$ cat src/rtl/reg_arb_pkg.sv
// Shared types for the register access arbiter.
//   state_e : access FSM states
//   PORT_A / PORT_B : port-select encoding used by the arbiter and datapath
package reg_arb_pkg;

  typedef enum logic [1:0] {
    IDLE   = 2'd0,
    ACCESS = 2'd1,
    DONE   = 2'd2
  } state_e;

  localparam logic PORT_A = 1'b0;
  localparam logic PORT_B = 1'b1;

endpackage

$ cat src/rtl/reg_access_arbiter_if.sv
// Two-port register access bus (port A = SPI side, port B = local logic).
//   *_req/*_we/*_addr/*_wdata : requester -> arbiter
//   *_gnt/*_rvalid/*_rdata    : arbiter -> requester
// master = requesters, slave = arbiter.
interface reg_access_arbiter_if #(
  parameter int unsigned ADDR_WIDTH = 3,
  parameter int unsigned REG_WIDTH  = 8
) ();

  logic                  a_req;
  logic                  a_we;
  logic [ADDR_WIDTH-1:0] a_addr;
  logic [REG_WIDTH-1:0]  a_wdata;
  logic                  a_gnt;
  logic                  a_rvalid;
  logic [REG_WIDTH-1:0]  a_rdata;

  logic                  b_req;
  logic                  b_we;
  logic [ADDR_WIDTH-1:0] b_addr;
  logic [REG_WIDTH-1:0]  b_wdata;
  logic                  b_gnt;
  logic                  b_rvalid;
  logic [REG_WIDTH-1:0]  b_rdata;

  modport master (
    output a_req, a_we, a_addr, a_wdata, b_req, b_we, b_addr, b_wdata,
    input  a_gnt, a_rvalid, a_rdata, b_gnt, b_rvalid, b_rdata
  );

  modport slave (
    input  a_req, a_we, a_addr, a_wdata, b_req, b_we, b_addr, b_wdata,
    output a_gnt, a_rvalid, a_rdata, b_gnt, b_rvalid, b_rdata
  );

endinterface

$ cat src/rtl/rr_arbiter_2.sv
// Two-requester round-robin selector.
//   a_req, b_req : requests
//   take         : the current selection is being granted (updates pointer)
//   sel_c        : combinational winner (PORT_A / PORT_B)
// The only state is the last-granted pointer; reset makes A the favourite.
module rr_arbiter_2
  import reg_arb_pkg::*;
(
  input  logic clk,
  input  logic rstb,
  input  logic a_req,
  input  logic b_req,
  input  logic take,
  output logic sel_c
);

  logic last_q;
  logic last_d;

  // Winner: lone requester wins; on a tie, the port not granted last wins.
  always_comb begin
    sel_c = PORT_A;
    if (a_req && b_req) begin
      sel_c = (last_q == PORT_A) ? PORT_B : PORT_A;
    end else if (b_req) begin
      sel_c = PORT_B;
    end
  end

  always_comb begin
    last_d = last_q;
    if (take) begin
      last_d = sel_c;
    end
  end

  // Reset value B means "A was granted least recently".
  always_ff @(posedge clk or negedge rstb) begin
    if (!rstb) begin
      last_q <= PORT_B;
    end else begin
      last_q <= last_d;
    end
  end

endmodule

$ cat src/rtl/reg_access_arbiter.sv
// Two-port register bank arbiter: config (R/W) and status (RO) registers.
//   clk, rstb   : clock, async active-low reset
//   ena         : global enable; everything holds and strobes are masked while low
//   bus         : port A / port B request, grant, completion and read data
//   err         : one-cycle pulse on an out-of-range access (DONE cycle)
//   config_regs : flat config bank, reg i at [i*REG_WIDTH +: REG_WIDTH]
//   status_regs : flat status bank, same packing
// One access takes IDLE -> ACCESS (gnt) -> DONE (rvalid).
module reg_access_arbiter
  import reg_arb_pkg::*;
#(
  parameter int unsigned NUM_CFG    = 4,
  parameter int unsigned NUM_STATUS = 4,
  parameter int unsigned REG_WIDTH  = 8,
  parameter int unsigned ADDR_WIDTH = 3
) (
  input  logic                            clk,
  input  logic                            rstb,
  input  logic                            ena,
  reg_access_arbiter_if.slave             bus,
  output logic                            err,
  output logic [NUM_CFG*REG_WIDTH-1:0]    config_regs,
  input  logic [NUM_STATUS*REG_WIDTH-1:0] status_regs
);

  localparam int unsigned NUM_REGS = NUM_CFG + NUM_STATUS;

  state_e                state_q, state_d;
  logic                  sel_q, sel_d;
  logic                  we_q, we_d;
  logic [ADDR_WIDTH-1:0] addr_q, addr_d;
  logic [REG_WIDTH-1:0]  wdata_q, wdata_d;
  logic [REG_WIDTH-1:0]  cfg_q [NUM_CFG];
  logic [REG_WIDTH-1:0]  cfg_d [NUM_CFG];
  logic [REG_WIDTH-1:0]  a_rdata_q, a_rdata_d;
  logic [REG_WIDTH-1:0]  b_rdata_q, b_rdata_d;
  logic                  gnt_q, gnt_d;
  logic                  rvalid_q, rvalid_d;
  logic                  err_q, err_d;

  logic                  take_c;
  logic                  arb_sel_c;
  logic [31:0]           addr_ext_c;
  logic                  oor_c;
  logic [REG_WIDTH-1:0]  rd_val_c;

  assign take_c = ena && (state_q == IDLE) && (bus.a_req || bus.b_req);

  rr_arbiter_2 u_rr (
    .clk   (clk),
    .rstb  (rstb),
    .a_req (bus.a_req),
    .b_req (bus.b_req),
    .take  (take_c),
    .sel_c (arb_sel_c)
  );

  // Address decode and read mux; writes and out-of-range reads return 0.
  always_comb begin
    addr_ext_c = 32'(addr_q);
    oor_c      = (addr_ext_c >= NUM_REGS);
    rd_val_c   = '0;
    if (!we_q) begin
      for (int i = 0; i < int'(NUM_CFG); i++) begin
        if (addr_ext_c == 32'(i)) rd_val_c = cfg_q[i];
      end
      for (int j = 0; j < int'(NUM_STATUS); j++) begin
        if (addr_ext_c == NUM_CFG + 32'(j)) rd_val_c = status_regs[j*REG_WIDTH +: REG_WIDTH];
      end
    end
  end

  // FSM next state and datapath; nothing advances while ena is low.
  always_comb begin
    state_d   = state_q;
    sel_d     = sel_q;
    we_d      = we_q;
    addr_d    = addr_q;
    wdata_d   = wdata_q;
    cfg_d     = cfg_q;
    a_rdata_d = a_rdata_q;
    b_rdata_d = b_rdata_q;
    gnt_d     = gnt_q;
    rvalid_d  = rvalid_q;
    err_d     = err_q;
    if (ena) begin
      case (state_q)
        IDLE: begin
          if (take_c) begin
            sel_d   = arb_sel_c;
            we_d    = (arb_sel_c == PORT_B) ? bus.b_we    : bus.a_we;
            addr_d  = (arb_sel_c == PORT_B) ? bus.b_addr  : bus.a_addr;
            wdata_d = (arb_sel_c == PORT_B) ? bus.b_wdata : bus.a_wdata;
            gnt_d   = 1'b1;
            state_d = ACCESS;
          end
        end
        ACCESS: begin
          gnt_d    = 1'b0;
          rvalid_d = 1'b1;
          err_d    = oor_c;
          // Only config addresses accept writes; status/out-of-range are dropped.
          if (we_q) begin
            for (int i = 0; i < int'(NUM_CFG); i++) begin
              if (addr_ext_c == 32'(i)) cfg_d[i] = wdata_q;
            end
          end
          if (sel_q == PORT_A) a_rdata_d = rd_val_c;
          else                 b_rdata_d = rd_val_c;
          state_d = DONE;
        end
        DONE: begin
          rvalid_d = 1'b0;
          err_d    = 1'b0;
          state_d  = IDLE;
        end
        default: begin
          gnt_d    = 1'b0;
          rvalid_d = 1'b0;
          err_d    = 1'b0;
          state_d  = IDLE;
        end
      endcase
    end
  end

  always_ff @(posedge clk or negedge rstb) begin
    if (!rstb) begin
      state_q   <= IDLE;
      sel_q     <= PORT_A;
      we_q      <= 1'b0;
      addr_q    <= '0;
      wdata_q   <= '0;
      cfg_q     <= '{default: '0};
      a_rdata_q <= '0;
      b_rdata_q <= '0;
      gnt_q     <= 1'b0;
      rvalid_q  <= 1'b0;
      err_q     <= 1'b0;
    end else begin
      state_q   <= state_d;
      sel_q     <= sel_d;
      we_q      <= we_d;
      addr_q    <= addr_d;
      wdata_q   <= wdata_d;
      cfg_q     <= cfg_d;
      a_rdata_q <= a_rdata_d;
      b_rdata_q <= b_rdata_d;
      gnt_q     <= gnt_d;
      rvalid_q  <= rvalid_d;
      err_q     <= err_d;
    end
  end

  // Strobe flags stay set while the FSM is held, so masking with ena
  // releases each pulse exactly once when ena returns.
  assign bus.a_gnt    = ena && gnt_q    && (sel_q == PORT_A);
  assign bus.b_gnt    = ena && gnt_q    && (sel_q == PORT_B);
  assign bus.a_rvalid = ena && rvalid_q && (sel_q == PORT_A);
  assign bus.b_rvalid = ena && rvalid_q && (sel_q == PORT_B);
  assign bus.a_rdata  = a_rdata_q;
  assign bus.b_rdata  = b_rdata_q;
  assign err          = ena && err_q;

  for (genvar g = 0; g < int'(NUM_CFG); g++) begin : g_cfg_flat
    assign config_regs[g*REG_WIDTH +: REG_WIDTH] = cfg_q[g];
  end

endmodule

$ cat src/flat_wrapper.sv
// flat-port wrapper written by rule: the top's interface ports become plain ports
module reg_access_arbiter_flat import reg_arb_pkg::*;
#(
  parameter int unsigned NUM_CFG    = 4,
  parameter int unsigned NUM_STATUS = 4,
  parameter int unsigned REG_WIDTH  = 8,
  parameter int unsigned ADDR_WIDTH = 3
)
  (clk, rstb, ena, err, config_regs, status_regs, bus_a_req, bus_a_we, bus_a_addr, bus_a_wdata, bus_b_req, bus_b_we, bus_b_addr, bus_b_wdata, bus_a_gnt, bus_a_rvalid, bus_a_rdata, bus_b_gnt, bus_b_rvalid, bus_b_rdata);
  reg_access_arbiter_if #(.ADDR_WIDTH(ADDR_WIDTH), .REG_WIDTH(REG_WIDTH)) bus_i ();
  input  logic clk;
  input  logic rstb;
  input  logic ena;
  output logic err;
  output logic [NUM_CFG*REG_WIDTH-1:0] config_regs;
  input  logic [NUM_STATUS*REG_WIDTH-1:0] status_regs;
  input wire logic [$bits(bus_i.a_req)-1:0] bus_a_req;
  input wire logic [$bits(bus_i.a_we)-1:0] bus_a_we;
  input wire logic [$bits(bus_i.a_addr)-1:0] bus_a_addr;
  input wire logic [$bits(bus_i.a_wdata)-1:0] bus_a_wdata;
  input wire logic [$bits(bus_i.b_req)-1:0] bus_b_req;
  input wire logic [$bits(bus_i.b_we)-1:0] bus_b_we;
  input wire logic [$bits(bus_i.b_addr)-1:0] bus_b_addr;
  input wire logic [$bits(bus_i.b_wdata)-1:0] bus_b_wdata;
  output wire logic [$bits(bus_i.a_gnt)-1:0] bus_a_gnt;
  output wire logic [$bits(bus_i.a_rvalid)-1:0] bus_a_rvalid;
  output wire logic [$bits(bus_i.a_rdata)-1:0] bus_a_rdata;
  output wire logic [$bits(bus_i.b_gnt)-1:0] bus_b_gnt;
  output wire logic [$bits(bus_i.b_rvalid)-1:0] bus_b_rvalid;
  output wire logic [$bits(bus_i.b_rdata)-1:0] bus_b_rdata;
  assign bus_i.a_req = bus_a_req;
  assign bus_i.a_we = bus_a_we;
  assign bus_i.a_addr = bus_a_addr;
  assign bus_i.a_wdata = bus_a_wdata;
  assign bus_i.b_req = bus_b_req;
  assign bus_i.b_we = bus_b_we;
  assign bus_i.b_addr = bus_b_addr;
  assign bus_i.b_wdata = bus_b_wdata;
  assign bus_a_gnt = bus_i.a_gnt;
  assign bus_a_rvalid = bus_i.a_rvalid;
  assign bus_a_rdata = bus_i.a_rdata;
  assign bus_b_gnt = bus_i.b_gnt;
  assign bus_b_rvalid = bus_i.b_rvalid;
  assign bus_b_rdata = bus_i.b_rdata;
  reg_access_arbiter #(.NUM_CFG(NUM_CFG), .NUM_STATUS(NUM_STATUS), .REG_WIDTH(REG_WIDTH), .ADDR_WIDTH(ADDR_WIDTH)) u_core (.clk(clk), .rstb(rstb), .ena(ena), .bus(bus_i), .err(err), .config_regs(config_regs), .status_regs(status_regs));
endmodule
$ cat config.mk
export PLATFORM = sky130hd
export DESIGN_NAME = reg_access_arbiter_flat
export DESIGN_NICKNAME = d
export VERILOG_FILES = /design/src/rtl/reg_arb_pkg.sv /design/src/rtl/reg_access_arbiter_if.sv /design/src/rtl/rr_arbiter_2.sv /design/src/rtl/reg_access_arbiter.sv /design/src/flat_wrapper.sv
export SDC_FILE = /design/constraint.sdc
export NUM_CORES = 1
export LEC_CHECK = 0
export ABC_AREA = 1
export ABC_CLOCK_PERIOD_IN_PS = 2450
export BUFFER_PORTS_ARGS = -buffer_cell sky130_fd_sc_hd__buf_2
export CAP_MARGIN = 20
export CELL_PAD_IN_SITES_DETAIL_PLACEMENT = 0
export CELL_PAD_IN_SITES_GLOBAL_PLACEMENT = 2
export CORE_MARGIN = 8
export CORE_UTILIZATION = 29
export DETAILED_ROUTE_END_ITERATION = 7
export GPL_TIMING_DRIVEN = 1
export PLACE_DENSITY_LB_ADDON = 0.08
export SKIP_CTS_REPAIR_TIMING = 1
export SYNTH_ARGS = -nofsm -noshare
export SYNTH_HDL_FRONTEND = slang
export SYNTH_HIERARCHICAL = 1
export SYNTH_SLANG_ARGS = --single-unit
$ cat constraint.sdc
create_clock -name clk -period 2.45 [get_ports clk]
set_clock_uncertainty 0.1 [all_clocks]
set_input_delay 0.49 -clock clk [delete_from_list [all_inputs] [get_ports clk]]
set_output_delay 0.49 -clock clk [all_outputs]
set_load 0.01 [all_outputs]
# After elaboration in Yosys (flattened, before gate mapping)
# Index checks and enable logic that the tools add are counted.
# W data, S select, Z words.
# totals
reg_bits	66
out_inout_bits	53
# op_classes
n_reduce_logical	23
n_mux	20
eq_ne	10
n_bitwise	3
# op_table
cell	n
$mux W8	10
$logic_not A32 Y1	1
$reduce_and A4 Y1	4
$eq A3 B3 Y1 const B	4
$reduce_and A3 Y1	4
$logic_and A1 B1 Y1	9
$eq A3 B2 Y1 const B	2
$mux W1	5
$pmux W1 S2	2
$pmux W2 S2	1
$reduce_and A2 Y1	2
$eq A3 B1 Y1 const B	1
$logic_not A3 Y1	1
$mux W3	1
$not A1 Y1	3
$eq A2 B1 Y1 const B	1
$eq A2 B2 Y1 const B	1
$logic_not A2 Y1	1
$mux W2	1
$ne A2 B1 Y1 const B	1
$logic_or A1 B1 Y1	1

# Longest topological paths before layout
# logic_depth
depth_word	10
mapped_depth	11

# Modules after synthesis
# The synthesis kept the hierarchy.
# modules_own_cells
mod	instances	area_per_inst_um2	cells_each
reg_access_arbiter	1	3310.7	437
rr_arbiter_2	1	52.6	7

# Worst setup path after synthesis
# OpenSTA, ideal clock, no wires.
# synth_path
kind	reg-to-reg
startpoint	register u_core.addr_q[0]
endpoint	register u_core.a_rdata_q[0] (netlist: u_core/bus.a_rdata[0])
period_less_slack_ps	1656
required_time_ps	2232
setup_time_ps	118
arrival_time_ps	1438
path_slack_ps	794
path_stages_with_launch	9
path_buffers	1
cell_sequence	dfrtp_1 > buf_6 > nor2_2 > nand2_1 > or2_2 > nand2_1 > nand3_1 > nand3_1 > nand2_1
# synth_via
elab_chain_len	10
word_cells_on_any_way	17
classes_between	7 x eq/ne; 9 x mux; 1 x reduce/logical
# synth_lines
element	line_no	text
from (decl)	reg_access_arbiter.sv:31	logic [ADDR_WIDTH-1:0] addr_q, addr_d;
from (signal assigned)	reg_access_arbiter.sv:144	addr_q <= addr_d;
$logic_not A3 Y1	reg_access_arbiter.sv:65	if (addr_ext_c == 32'(i)) rd_val_c = cfg_q[i];
$mux W8 (4 in series)	reg_access_arbiter.sv:65	
$mux W8 (3 in series)	reg_access_arbiter.sv:68	if (addr_ext_c == NUM_CFG + 32'(j)) rd_val_c = status_regs[j*REG_WIDTH +: REG_WIDTH];
$mux W8 *	reg_access_arbiter.sv:68	
$mux W8 *	reg_access_arbiter.sv:63	if (!we_q) begin
to (signal assigned)	reg_access_arbiter.sv:147	a_rdata_q <= a_rdata_d;
to (decl)	reg_access_arbiter.sv:35	logic [REG_WIDTH-1:0] a_rdata_q, a_rdata_d;
# Every way passes the cells marked *; elsewhere a longest branch is shown, timed or not.
# A chain may end at the register's enable or synchronous reset.

# Final worst setup path
# layout_path
startpoint	register u_core.addr_q[2]
endpoint	register u_core.b_rdata_q[0] (netlist: u_core/bus.b_rdata[0])
# layout_via
elab_chain_len	10
word_cells_on_any_way	17
classes_between	7 x eq/ne; 9 x mux; 1 x reduce/logical
# layout_lines
element	line_no	text
$logic_not A3 Y1	reg_access_arbiter.sv:65	
$mux W8 (4 in series)	reg_access_arbiter.sv:65	
$mux W8 (3 in series)	reg_access_arbiter.sv:68	
$mux W8 *	reg_access_arbiter.sv:68	
$mux W8 *	reg_access_arbiter.sv:63	
to (signal assigned)	reg_access_arbiter.sv:148	b_rdata_q <= b_rdata_d;
to (decl)	reg_access_arbiter.sv:36	logic [REG_WIDTH-1:0] b_rdata_q, b_rdata_d;
# Marked as above.

==> impl_metrics.env <==
export IMPL_rr_endpoint="u_core/bus.b_rdata[0]$_DFFE_PN0P_"
export IMPL_port_buffers=112
export IMPL_holdCritPathClass="input port to asynchronous set/reset pin"
export IMPL_ios=114
export IMPL_clockRootBuffer="clkbuf_16"
export IMPL_setup_tns_ns=0
export IMPL_r2r_start="u_core/addr_q[2]$_DFFE_PN0P_"
export IMPL_power_density_nw_per_um2=1260
export IMPL_core_um2=11400
export IMPL_worstPathRequired_ns=2.57
export IMPL_finalCritPeriodShare_pct=87.5
export IMPL_synth_area_leader_cell="dfrtp_1"
export IMPL_max_freq_mhz=467
export IMPL_grt_setup_unrepaired="false"
export IMPL_num_antenna_cells=0
export IMPL_synth_cell_types=30
export IMPL_grt_pass1_wl_mm=17.9
export IMPL_die_w_um=124
export IMPL_critPathMaxFanout=14
export IMPL_syn_avg_cell_area_um2=7.57
export IMPL_netlist_instances=444
export IMPL_vias=3232
export IMPL_fin_cells=711
export IMPL_yosys_top_cells_count="nand2_1 (144), dfrtp_1 (65), nor2_1 (53)"
export IMPL_arrival_ns=2.26
export IMPL_drt_total_wl_mm=11.4
export IMPL_track_usage_pct=15.4
export IMPL_async_flop_share_pct=100
export IMPL_start_util_pct=29.6
export IMPL_end_kind="flip-flop"
export IMPL_reg2reg_depth=10
export IMPL_syn_num_nets=505
export IMPL_antenna_found_initial=0
export IMPL_drc_errors=0
export IMPL_slew_violations=0
export IMPL_ir_drop_mv=0.347
export IMPL_gp_congestion=0.822
export IMPL_status="finished, final reports clean"
export IMPL_clk_pin_slew_ns=0.06
export IMPL_grt_pass1_vias=3357
export IMPL_crit_path_start_kind="flip-flop"
export IMPL_synthFlopType="dfrtp_1"
export IMPL_placedCellCount=695
export IMPL_cts_buffers=9
export IMPL_yosysSeqAreaShare_pct=49.1
export IMPL_die_height_um=124
export IMPL_yosysWarnings=6
export IMPL_syn_area_um2=3360
export IMPL_synth_area_leaders="dfrtp_1 (48%), nand2_1 (16%), nor2_1 (5.9%), nand3_1 (5.7%), inv_1 (4.6%)"
export IMPL_cts_sinks=66
export IMPL_rows=39
export IMPL_place_ws_ns=0.323
export IMPL_postRouteAntennaNets=0
export IMPL_grt_max_degree=29
export IMPL_nets=624
export IMPL_min_period_ns=2.14
export IMPL_crit_type="flip-flop to flip-flop"
export IMPL_yosysMostFrequentCell="nand2_1"
export IMPL_drt_initial_drc_count=173
export IMPL_grt_ovfl_total=0
export IMPL_cts_tree="yes"
export IMPL_finish_utilization_pct=38.8
export IMPL_syn2layout_area_growth_pct=31.1
export IMPL_firstDrtPassIters=4
export IMPL_hold_viol=0
export IMPL_setup_viol=0
export IMPL_startpoint="u_core/addr_q[2]$_DFFE_PN0P_"
export IMPL_yosys_area_top_type_share_pct=48.4
export IMPL_die_area_um2=15300
export IMPL_hpwl_mm=9.02
export IMPL_highest_layer="met4"
export IMPL_leakage_nw=2.39
export IMPL_wire_per_inst_um=16.0
export IMPL_power_mw=5.57
export IMPL_ys_ff_latch=66
export IMPL_regToRegSetupSlack_ns=0.31
export IMPL_dr_wl_met2_mm=5.03
export IMPL_cap_viol_max_count=0
export IMPL_met1_length_mm=5.36
export IMPL_cts_buffer_depth=2
export IMPL_setup_ws_ns=0.307
export IMPL_dr_wl_met3_um=725
export IMPL_drive_above_1_share_pct=28.2
export IMPL_cts_max_level=3
export IMPL_synth_edf_count=0
export IMPL_clk_latency_ns=0.33
export IMPL_vias_per_cell=4.55
==> power breakdown <==
part	switching, mW	internal, mW
sequential	0.418	1.57
clock	0.489	0.784
combinational	1.48	0.825
==> registers in the layout, indices dropped and copies added (netlist names) <==
register	count
u_core/bus.a_rdata	8
u_core/u_rr/last_q	1
u_core/addr_q	3
u_core/state_q	2
u_core/config_regs	32
u_core/gnt_q	1
u_core/rvalid_q	1
u_core/bus.b_rdata	8
u_core/wdata_q	8
u_core/sel_q	1
u_core/we_q	1
==> cell families (layout without fill, tap and decap cells) <==
kind of cell / count (synthesis) / in the layout / share of synthesized area, %
compound gates: 53 / 53 / 8.93
buf+inv: 59 / 183 / 7.40
flops: 66 / 66 / 49.1
other cells: 1 / 1 / 0.112
simple gates: 265 / 265 / 34.4
==> placed cells by master, fill, tap and decap left out, drive strengths merged, types with 5 or more instances in the layout <==
cell type	Yosys	final
a21oi	14	14
inv	45	45
o21ai	25	25
nand3	39	39
clkinv	0	5
nand2	146	146
clkbuf	5	9
dfrtp	65	65
nor3	5	5
buf	9	122
or2	8	8
nand4	8	8
o31ai	12	12
nor2	57	57
==> layer usage <==
layer	global-route usage (%)	vias up
met2	23.3	100
li1	-	1658
met1	20.6	1456
met3	3.31	18
met5	0	-
met4	7.37	0
==> worst max path at each step <==
| stage | cells after the start | to | slack (ns) |
|---|---|---|---|
| after floorplan | 8 | u_core/bus.a_rdata[0]$_DFFE_PN0P_ | 0.79 |
| after global routing | 10 | u_core/bus.b_rdata[7]$_DFFE_PN0P_ | 0.09 |
| after detailed placement | 10 | u_core/bus.a_rdata[4]$_DFFE_PN0P_ | 0.32 |
| final | 10 | u_core/bus.b_rdata[0]$_DFFE_PN0P_ | 0.31 |
| after CTS | 10 | u_core/bus.a_rdata[4]$_DFFE_PN0P_ | 0.32 |
| after global placement | 10 | u_core/bus.a_rdata[4]$_DFFE_PN0P_ | 0.37 |
==> final cells by class <==
type	count	area (um2)
clock buffers	9	225
inverters	45	171
flip-flops and latches	66	1650
multi-input cells	319	1460
fillers	1240	6960
repair buffers	122	648
well taps	143	179
clock inverters	7	70.1
==> worst max-delay path: stages (launching register included) <==
cell     delay [ns]
dfrtp_1        0.51
inv_1          0.42
nand2_2        0.26
inv_2          0.18
nand2_1        0.10
nand2_1        0.10
nand2_1        0.07
nand2_1        0.07
nand3_1        0.09
nand3_1        0.08
nand2_1        0.05
==> through the flow <==
| step | cell area (um2) | hold slack (ns) |
|---|---|---|
| 2_1_floorplan | 3360 | 0.0944 |
| 3_3_place_gp | 4110 | 0.354 |
| 3_5_place_dp | 4110 | 0.367 |
| 4_1_cts | 4410 | 0.0273 |
| 5_1_grt | 4410 | 0.0610 |
| 6_report | 4410 | 0.0191 |
Note: power is estimated with default switching activity, not from simulation.
